<file path="config.mk">
export PLATFORM = sky130hd
export DESIGN_NAME = alu_sequencer_flat
export DESIGN_NICKNAME = d
export VERILOG_FILES = /design/src/rtl/alu_seq_pkg.sv /design/src/rtl/alu_seq_if.sv /design/src/rtl/seq_prog_mem.sv /design/src/rtl/alu_sequencer.sv /design/src/flat_wrapper.sv
export SDC_FILE = /design/constraint.sdc
export NUM_CORES = 1
export LEC_CHECK = 0
export CORE_MARGIN = 8
export CORE_UTILIZATION = 25
export CTS_CLUSTER_DIAMETER = 50
export DETAILED_ROUTE_END_ITERATION = 8
export MAX_ROUTING_LAYER = met4
export PLACE_DENSITY = 0.43
export SYNTH_ARGS = -nofsm -noshare
export SYNTH_HDL_FRONTEND = slang
export SYNTH_HIERARCHICAL = 1
export SYNTH_SLANG_ARGS = --single-unit
</file>
<file path="constraint.sdc">
create_clock -name clk -period 2.9 [get_ports clk]
set_input_delay 0.58 -clock clk [delete_from_list [all_inputs] [get_ports clk]]
set_output_delay 0.58 -clock clk [all_outputs]
set_load 0.005 [all_outputs]
</file>
<file path="src/rtl/alu_seq_pkg.sv">
// Shared definitions for the micro-program sequencer: opcodes, micro-op
// field layout, FSM state encoding and the program-memory reset word.
package alu_seq_pkg;

   localparam logic [3:0]  OP_BZ      = 4'b1110;
   localparam logic [3:0]  OP_HALT    = 4'b1111;
   localparam logic [15:0] PROG_RESET = 16'hF000;

   // Bit positions of the micro-op fields inside a 16-bit program word.
   localparam int SEL_MSB = 15;
   localparam int SEL_LSB = 12;
   localparam int RD_MSB  = 11;
   localparam int RD_LSB  = 8;
   localparam int RS1_MSB = 7;
   localparam int RS1_LSB = 4;
   localparam int RS2_MSB = 3;
   localparam int RS2_LSB = 0;

   typedef struct packed {
      logic [SEL_MSB-SEL_LSB:0] sel;
      logic [RD_MSB-RD_LSB:0]   rd;
      logic [RS1_MSB-RS1_LSB:0] rs1;
      logic [RS2_MSB-RS2_LSB:0] rs2;
   } uop_t;

   typedef enum logic [1:0] {
      S_IDLE  = 2'd0,
      S_FETCH = 2'd1,
      S_EXEC  = 2'd2,
      S_DONE  = 2'd3
   } seq_state_t;

   // Every select below the branch opcode is a plain ALU operation.
   function automatic logic is_alu_op(input logic [3:0] sel);
      return (sel < OP_BZ);
   endfunction

endpackage

</file>
<file path="src/rtl/alu_seq_if.sv">
// Bus between the sequencer and the register bank / ALU datapath.
// The sequencer drives the ALU select, register addresses and write
// enable; the datapath returns the zero flag of the current ALU result.
interface alu_seq_if;
   logic [3:0] alu_sel;
   logic [3:0] rd_addr;
   logic [3:0] rs1_addr;
   logic [3:0] rs2_addr;
   logic       reg_we;
   logic       alu_zero;

   modport master (
      output alu_sel, rd_addr, rs1_addr, rs2_addr, reg_we,
      input  alu_zero
   );

   modport slave (
      input  alu_sel, rd_addr, rs1_addr, rs2_addr, reg_we,
      output alu_zero
   );
endinterface

</file>
<file path="src/rtl/seq_prog_mem.sv">
// 16 x 16 program store. One write port, one registered read port whose
// output register is the sequencer's instruction register.
module seq_prog_mem
   import alu_seq_pkg::*;
(
   input  logic        clk,
   input  logic        rst,
   input  logic        we,
   input  logic [3:0]  waddr,
   input  logic [15:0] wdata,
   input  logic        re,
   input  logic [3:0]  raddr,
   output logic [15:0] rdata
);

   logic [15:0] mem [16];

   // Write port plus registered read; reset fills the store with HALT.
   always_ff @(posedge clk or negedge rst) begin
      if (!rst) begin
         for (int i = 0; i < 16; i++) begin
            mem[i] <= PROG_RESET;
         end
         rdata <= PROG_RESET;
      end else begin
         if (we) begin
            mem[waddr] <= wdata;
         end
         if (re) begin
            rdata <= mem[raddr];
         end
      end
   end

endmodule

</file>
<file path="src/rtl/alu_sequencer.sv">
// Micro-program sequencer driving the register bank and 32-bit ALU.
//
// Handshake: start is a level sampled only in IDLE; when accepted the run
// begins and busy is high from FETCH through EXEC. Completion is a one-cycle
// done pulse, with err telling whether the run hit the step limit. start and
// prog_we are ignored while busy or done is high.
module alu_sequencer
   import alu_seq_pkg::*;
#(
   parameter int unsigned MAX_STEPS = 255
) (
   input  logic         clk,
   input  logic         rst,
   input  logic         start,
   input  logic [3:0]   start_pc,
   input  logic         prog_we,
   input  logic [3:0]   prog_addr,
   input  logic [15:0]  prog_data,
   alu_seq_if.master    alu,
   output logic         busy,
   output logic         done,
   output logic         err,
   output logic [3:0]   pc,
   output seq_state_t   dbg_state
);

   localparam logic [7:0] STEP_LIMIT = 8'(MAX_STEPS);

   seq_state_t  state;
   logic [15:0] ir_word;
   uop_t        ir;
   logic [7:0]  step_cnt;
   logic [7:0]  step_nxt;
   logic        z_flag;
   logic        err_q;
   logic [3:0]  pc_q;
   logic [3:0]  hold_sel;
   logic [3:0]  hold_rd;
   logic [3:0]  hold_rs1;
   logic [3:0]  hold_rs2;
   logic        exec_alu;

   assign ir       = uop_t'(ir_word);
   assign step_nxt = step_cnt + 8'd1;
   assign exec_alu = (state == S_EXEC) && is_alu_op(ir.sel);

   seq_prog_mem u_mem (
      .clk   (clk),
      .rst   (rst),
      .we    ((state == S_IDLE) && prog_we),
      .waddr (prog_addr),
      .wdata (prog_data),
      .re    (state == S_FETCH),
      .raddr (pc_q),
      .rdata (ir_word)
   );

   // Sequencer FSM with pc, step counter, zero flag, error and held fields.
   always_ff @(posedge clk or negedge rst) begin
      if (!rst) begin
         state    <= S_IDLE;
         pc_q     <= 4'd0;
         step_cnt <= 8'd0;
         z_flag   <= 1'b0;
         err_q    <= 1'b0;
         hold_sel <= 4'd0;
         hold_rd  <= 4'd0;
         hold_rs1 <= 4'd0;
         hold_rs2 <= 4'd0;
      end else begin
         case (state)
            S_IDLE: begin
               if (start) begin
                  pc_q     <= start_pc;
                  step_cnt <= 8'd0;
                  err_q    <= 1'b0;
                  state    <= S_FETCH;
               end
            end
            S_FETCH: begin
               state <= S_EXEC;
            end
            S_EXEC: begin
               step_cnt <= step_nxt;
               if (ir.sel == OP_HALT) begin
                  state <= S_DONE;
               end else begin
                  if (is_alu_op(ir.sel)) begin
                     z_flag   <= alu.alu_zero;
                     pc_q     <= pc_q + 4'd1;
                     hold_sel <= ir.sel;
                     hold_rd  <= ir.rd;
                     hold_rs1 <= ir.rs1;
                     hold_rs2 <= ir.rs2;
                  end else begin
                     pc_q <= z_flag ? ir.rd : (pc_q + 4'd1);
                  end
                  if (step_nxt == STEP_LIMIT) begin
                     err_q <= 1'b1;
                     state <= S_DONE;
                  end else begin
                     state <= S_FETCH;
                  end
               end
            end
            S_DONE: begin
               state <= S_IDLE;
            end
            default: begin
               state <= S_IDLE;
            end
         endcase
      end
   end

   // Outputs decode from registers only; fields show the live op during an
   // ALU EXEC and otherwise hold the last ALU op's values.
   always_comb begin
      alu.alu_sel  = exec_alu ? ir.sel : hold_sel;
      alu.rd_addr  = exec_alu ? ir.rd  : hold_rd;
      alu.rs1_addr = exec_alu ? ir.rs1 : hold_rs1;
      alu.rs2_addr = exec_alu ? ir.rs2 : hold_rs2;
      alu.reg_we   = exec_alu;
      busy         = (state == S_FETCH) || (state == S_EXEC);
      done         = (state == S_DONE);
      err          = err_q;
      pc           = pc_q;
      dbg_state    = state;
   end

endmodule

</file>
<file path="src/flat_wrapper.sv">
// flat-port wrapper written by rule: the top's interface ports become plain ports
module alu_sequencer_flat import alu_seq_pkg::*;
#(
   parameter int unsigned MAX_STEPS = 255
)
  (clk, rst, start, start_pc, prog_we, prog_addr, prog_data, busy, done, err, pc, dbg_state, alu_alu_sel, alu_rd_addr, alu_rs1_addr, alu_rs2_addr, alu_reg_we, alu_alu_zero);
  alu_seq_if alu_i ();
  input  logic clk;
  input  logic rst;
  input  logic start;
  input  logic [3:0] start_pc;
  input  logic prog_we;
  input  logic [3:0] prog_addr;
  input  logic [15:0] prog_data;
  output logic busy;
  output logic done;
  output logic err;
  output logic [3:0] pc;
  output seq_state_t dbg_state;
  output wire logic [$bits(alu_i.alu_sel)-1:0] alu_alu_sel;
  output wire logic [$bits(alu_i.rd_addr)-1:0] alu_rd_addr;
  output wire logic [$bits(alu_i.rs1_addr)-1:0] alu_rs1_addr;
  output wire logic [$bits(alu_i.rs2_addr)-1:0] alu_rs2_addr;
  output wire logic [$bits(alu_i.reg_we)-1:0] alu_reg_we;
  input wire logic [$bits(alu_i.alu_zero)-1:0] alu_alu_zero;
  assign alu_alu_sel = alu_i.alu_sel;
  assign alu_rd_addr = alu_i.rd_addr;
  assign alu_rs1_addr = alu_i.rs1_addr;
  assign alu_rs2_addr = alu_i.rs2_addr;
  assign alu_reg_we = alu_i.reg_we;
  assign alu_i.alu_zero = alu_alu_zero;
  alu_sequencer #(.MAX_STEPS(MAX_STEPS)) u_core (.clk(clk), .rst(rst), .start(start), .start_pc(start_pc), .prog_we(prog_we), .prog_addr(prog_addr), .prog_data(prog_data), .alu(alu_i), .busy(busy), .done(done), .err(err), .pc(pc), .dbg_state(dbg_state));
endmodule
</file>
* Yosys cells after proc, flatten, opt, wreduce, memory -nomap -nowiden *
Index checks and enable logic that the tools add are counted.

storage, ports and cells
  bits in registers = 304
  input port bits = 29
  output and inout port bits = 26
  logic and storage cells = 78

operators by class
  add/sub/neg operators = 2
  order comparisons = 4
  equality and inequality tests = 8
  muxes and demuxes = 25
  bitwise operators = 3
  reductions and logical operators = 10

operator list
  kind                 number
  $bwmux 256           1
  $bmux 16 s4          1
  $demux 16 s4         1
  $mux 16              3
  $mux 4               8
  $pmux 8 s2           1
  $ge 5x5->1 const B   2
  $not 4->5            2
  $add 8x1->8 const B  1
  $eq 8x8->1 const B   1
  $mux 8               1
  $pmux 2 s4           1
  $pmux 4 s2           1
  $mux 2               3
  $ne 2x2->1 const B   3
  $reduce_and 3->1     2
  $lt 5x1->1 const B   1
  $add 4x1->4 const B  1
  $eq 2x2->1 const B   2
  $eq 4x4->1 const B   1
  $lt 4x4->1 const B   1
  $reduce_and 4->1     1
  $logic_and 1x1->1    3
  $mux 1               3
  7 further kinds      7

* Logic depth before layout (Yosys ltp) *
  depth after elaboration = 6
  mapped depth = 9
  depth with buffers taken out = 6

* Modules after synthesis *
Netlist, hierarchy kept.

by module, submodules not included
  module         times used  cells each  area an instance (µm²)  seq. area each (µm²)
  seq_prog_mem   1           748         12350.6                 6891.6
  alu_sequencer  1           168         1831.8                  800.8

* Worst setup path after synthesis *
Ideal clock, no wire load.

  kind = register to register
  start = register u_core.state[0] (netlist: u_core/dbg_state[0])
  end = register u_core/u_mem/mem[69] (netlist bit)
  library setup time = 125 ps
  arrival = 2260 ps
  required time = 2775 ps
  path slack = 515 ps
  cell stages (with the launch flop) = 9
  path buffers = 2
  period minus slack after synthesis = 2385 ps
  path through = dfrtp_1 > inv_1 > ha_1 > buf_2 > and2_1 > nand2_1 > nor3_2 > buf_4 > mux2_2

on the way
  cells in the longest elaborated chain, start to end = 2

RTL lines
  what                             RTL line             source
  from (decl)                      alu_sequencer.sv:29  seq_state_t state;
  from (signal assigned)           alu_sequencer.sv:61  state <= S_IDLE;
  from (signal assigned)           alu_sequencer.sv:77  state <= S_FETCH;
  from (signal assigned)           alu_sequencer.sv:81  state <= S_EXEC;
  $logic_not 2->1                  alu_sequencer.sv:50  .we ((state == S_IDLE) && prog_we),
  $logic_and 1x1->1                alu_sequencer.sv:50
  to (signal, indexed assignment)  seq_prog_mem.sv:27   mem[waddr] <= wdata;
  to (decl)                        seq_prog_mem.sv:16   logic [15:0] mem [16];

No other way between the ends.
A chain may end at the register's enable or synchronous reset.

* Worst setup path in the final report *
  start = register u_core.state[0] (netlist: u_core/dbg_state[0])
  end = output port alu_rs1_addr[3]

on the way
  cells in the longest elaborated chain, start to end = 3

RTL lines
  what               RTL line              source
  $eq 2x2->1         alu_sequencer.sv:45   assign exec_alu = (state == S_EXEC) && is_alu_op(ir.sel);
  $logic_and 1x1->1  alu_sequencer.sv:45
  $mux 4             alu_sequencer.sv:121  alu.rs1_addr = exec_alu ? ir.rs1 : hold_rs1;
  to (decl)          flat_wrapper.sv:22    output wire logic [$bits(alu_i.rs1_addr)-1:0] alu_rs1_addr;

No other way between the ends.

==> results.md <==
- Status: finished, final reports clean
- Die width: 254.2 um
- Grt total ovfl: 0
- Asr flop ratio synth: 1.000
- Crit share post-route: 0.9578
- Clock root buffer: clkbuf_16
- Crit end category: output pin
- Post-synth cell types: 54
- # diodes: 0
- Die footprint: 64610 um2
- Clk Latency, worst-skew pair: 550 ps
- Largest net degree at the start of global routing: 80
- Hold crit path type: input port to async pin
- Drt first-iter violations: 331
- Adder-cell share of the synthesized area: 0.006176
- Power density over the cells: 559.3 nW/um2
- Nets: 1040
- Synth Area in XOR/XNOR: 0.002470
- # DRC: 0
- Num ports: 55
- Worst reg2reg setup slack: 390 ps
- H-tree levels: 2
- First-pass GRT wire length: 58230 um
- Gpl congestion: 0.7040
- Critical-path maximum fanout: 9
- EDFF count, synth: 0
- CTS tree: yes
- Final min period: 2778 ps
- Clock Skew: 12.53 ps
- #FFs+latches synth: 304
- Antenna Nets Post-Route: 0
- Worst r2r path cells: 6
- Count of final setup violators: 0
- Worst Setup SP: u_core/dbg_state[0]$_DFFE_PN0P_
- Routed via count: 8083
- DP Wirelength: 23680 um
- Simple-gate share of the synthesized area: 0.03547
- Crit path to: alu_rs1_addr[3]
- Routed length per instance: 21.03 um
- Post-synthesis mux area share: 0.3472
- Number of global-route vias before repair: 8845
- Crit Reg-Reg Endpoint: u_core/u_mem/mem[249]$_DFFE_PN0P_
- Via density: 4.506
- Setup_tns: 0 ps
- Final std cells w/o fill: 1794
- Peak supply drop: 0.0003075 V
- Clock Sinks: 304
- Total GRT Usage: 0.1224
- Die Y-Extent: 254.2 um
- Post-synthesis compound-gate area fraction: 0.03344
- Max Slew Vio Count: 0
- Area of the core: 56280 um2
- Initial antenna violation count: 0
- Max Cap Viol: 0
- Synth Flop Type: dfrtp_1
- Fill cell count: 5602
- Starting density of the core: 0.2520
- Final Hold Fails: 0
- Synthesis Warnings: 6
- Slew HR: 0.3197
- Largest family of logic cells by synthesized area: multiplexers
- Post-Syn Nets: 952
- Placed cells: 1701
- Startpoint Class: flop
- Reg-to-Reg Start: u_core/dbg_state[1]$_DFFE_PN0P_
- DR pass1 iterations: 4
- Data arrival, critical path: 2200 ps
- Row cnt: 87
- Clock-pin slew on the worst setup and hold paths: 60 ps
- Area Overhead vs Synth: 22.90%
- Fmax: 360.0 MHz
- Final WL: 37740 um
- Leak Pwr: 7.764 nW
- Seq/Total Area, Yosys: 0.5424
- RSZ-0062 raised after global routing: false
- CTS buffer count: 42
- Clk buf depth: 3
- Final core utilization: 0.3097
- IO Port Bufs: 54
- Type of the worst setup path: flop to output pin
- Layout cells sized above 1: 0.5626
- Syn Inst Count: 916
- Avg Inst Size Synth: 15.48 um2
- Synthesized area: 14180 um2
- CP Data Required Time: 2320 ps
- Worst Tran Pin Value: 1020 ps
-- cells in the final DEF, fill, tap and decap left out, types with 4 or more instances in the layout --
cell and count:
mux2_2 271, dfrtp_1 232, dfstp_2 68, mux4_2 64
clkbuf_16 45, clkdlybuf4s50_1 44, buf_4 43, nand2_1 20
nor2_1 19, mux2i_1 18, o22ai_1 16, a221oi_1 16
mux2_4 16, buf_12 13, dlygate4sd2_1 9, clkinv_2 8
o21ai_0 8, clkbuf_8 7, nand3_1 7, clkbuf_1 6
ha_1 6, nor2_2 6, nor3_4 6, inv_1 5
clkinvlp_4 4, xnor2_1 4, nor2b_1 4, a31oi_1 4
o221ai_1 4, nor3_1 4, a21oi_1 4
-- critical path, stage by stage (launching register included) --
cell and delay [ps]:
dfrtp_1 400, inv_2 100, ha_4 180, nand2_8 90
inv_12 100, mux2_2 340, clkdlybuf4s50_1 450
-- per-stage QoR --
step	area (um2)	power, mW	setup WS [ps]	hold slack, ps
6_report	17430	9.749	122.3	475.2
5_1_grt	17430	10.14	26.72	472.6
4_1_cts	17360	9.958	22.51	454.1
3_5_place_dp	15790	4.543	237.8	473.1
3_3_place_gp	15790	4.544	236.1	468.9
2_1_floorplan	14180	4.365	514.8	284.4
-- worst min-delay path by stage --
stage / depth (start not counted) / to / slack [ps]
floorplan: 0 / u_core/dbg_state[0]$_DFFE_PN0P_ / 280
global placement: 1 / u_core/u_mem/mem[39]$_DFFE_PN0P_ / 470
detailed placement: 1 / u_core/u_mem/mem[103]$_DFFE_PN0P_ / 470
CTS: 2 / u_core/u_mem/mem[103]$_DFFE_PN0P_ / 450
global route: 2 / u_core/u_mem/mem[39]$_DFFE_PN0P_ / 470
finish: 2 / u_core/u_mem/mem[103]$_DFFE_PN0P_ / 480
-- registers in the layout, summed over array words and instances, names as in the netlist --
name	flops
u_core/hold_rd	4
u_core/dbg_state	2
u_core/u_mem/rdata	16
u_core/pc	4
u_core/u_mem/mem	256
u_core/hold_sel	4
u_core/hold_rs2	4
u_core/hold_rs1	4
u_core/err	1
u_core/step_cnt	8
u_core/z_flag	1
-- final cells by class --
cell class                 instances  area, um2  area share
multi-input combinational        535       6106      0.3503
sequential                       304       7702      0.4419
timing repair inverter             1      8.758   0.0005025
clock buffer                      58       1245     0.07142
inverter                           7      38.79    0.002225
timing repair buffer             113       1175     0.06740
clock inverter                    20      209.0     0.01199
tap                              756      945.9     0.05427
-- timing repair --
action	in CTS	in global routing
resized for setup	20	3
pin swaps	1	0
hold endpoints to repair	17	0
hold buffers	1	0
cloned	1	1
setup endpoints to repair	17	6
buffers inserted	6	6
-- power breakdown --
| group | total (mW) | switching [mW] | internal, mW |
|---|---|---|---|
| sequential | 4.25 | 0.000502 | 4.25 |
| clock | 5.29 | 1.99 | 3.29 |
| combinational | 0.213 | 0.158 | 0.0551 |
-- Yosys cell counts, types with 2 or more instances --
cell type,n,area (um2)
dfrtp_1,236,5906
nand3b_1,2,15.01
mux2_2,271,3052
a22o_1,2,17.52
xnor2_1,4,35.03
inv_1,6,22.52
ha_1,7,87.58
o21ai_0,8,40.04
or3_1,2,12.51
o211ai_1,2,15.01
buf_2,14,70.07
nor2b_1,4,25.02
mux2_4,16,240.2
nor2_1,21,78.83
dfstp_2,68,1787
mux4_2,64,1441
a31oi_1,4,25.02
buf_6,9,101.4
clkbuf_1,25,93.84
o21a_1,2,15.01
nand2b_1,3,18.77
a21oi_1,4,20.02
or2_2,2,12.51
nand2_1,20,75.07
buf_1,3,11.26
nor2_2,4,25.02
a221oi_1,16,140.1
nand2b_4,2,27.53
nor3_2,7,70.07
nand3_1,8,40.04
buf_4,16,120.1
mux2i_1,18,180.2
a2bb2oi_1,2,17.52
and2_1,2,12.51
nor3_1,4,20.02
o221ai_1,4,35.03
a22o_2,2,20.02
o22ai_1,16,100.1
-- cells by family after synthesis --
kind of cell | count (synthesis)
AOI/OAI and AO/OA | 66
xor gates and xnor gates | 4
adders and majority gates | 7
buffers and inverters | 77
DFF | 304
muxes | 370
and+or+nand+nor | 88
-- metal layers --
metal  vias to the layer above  GRT usage  share of wire
met1                      4280     0.1543           0.45
met2                       123     0.1984           0.49
li1                       3614          -              -
met3                        66    0.02323          0.038
met4                         0    0.03873          0.027
met5                         -          -              0
(Power assumes the default switching activity.)
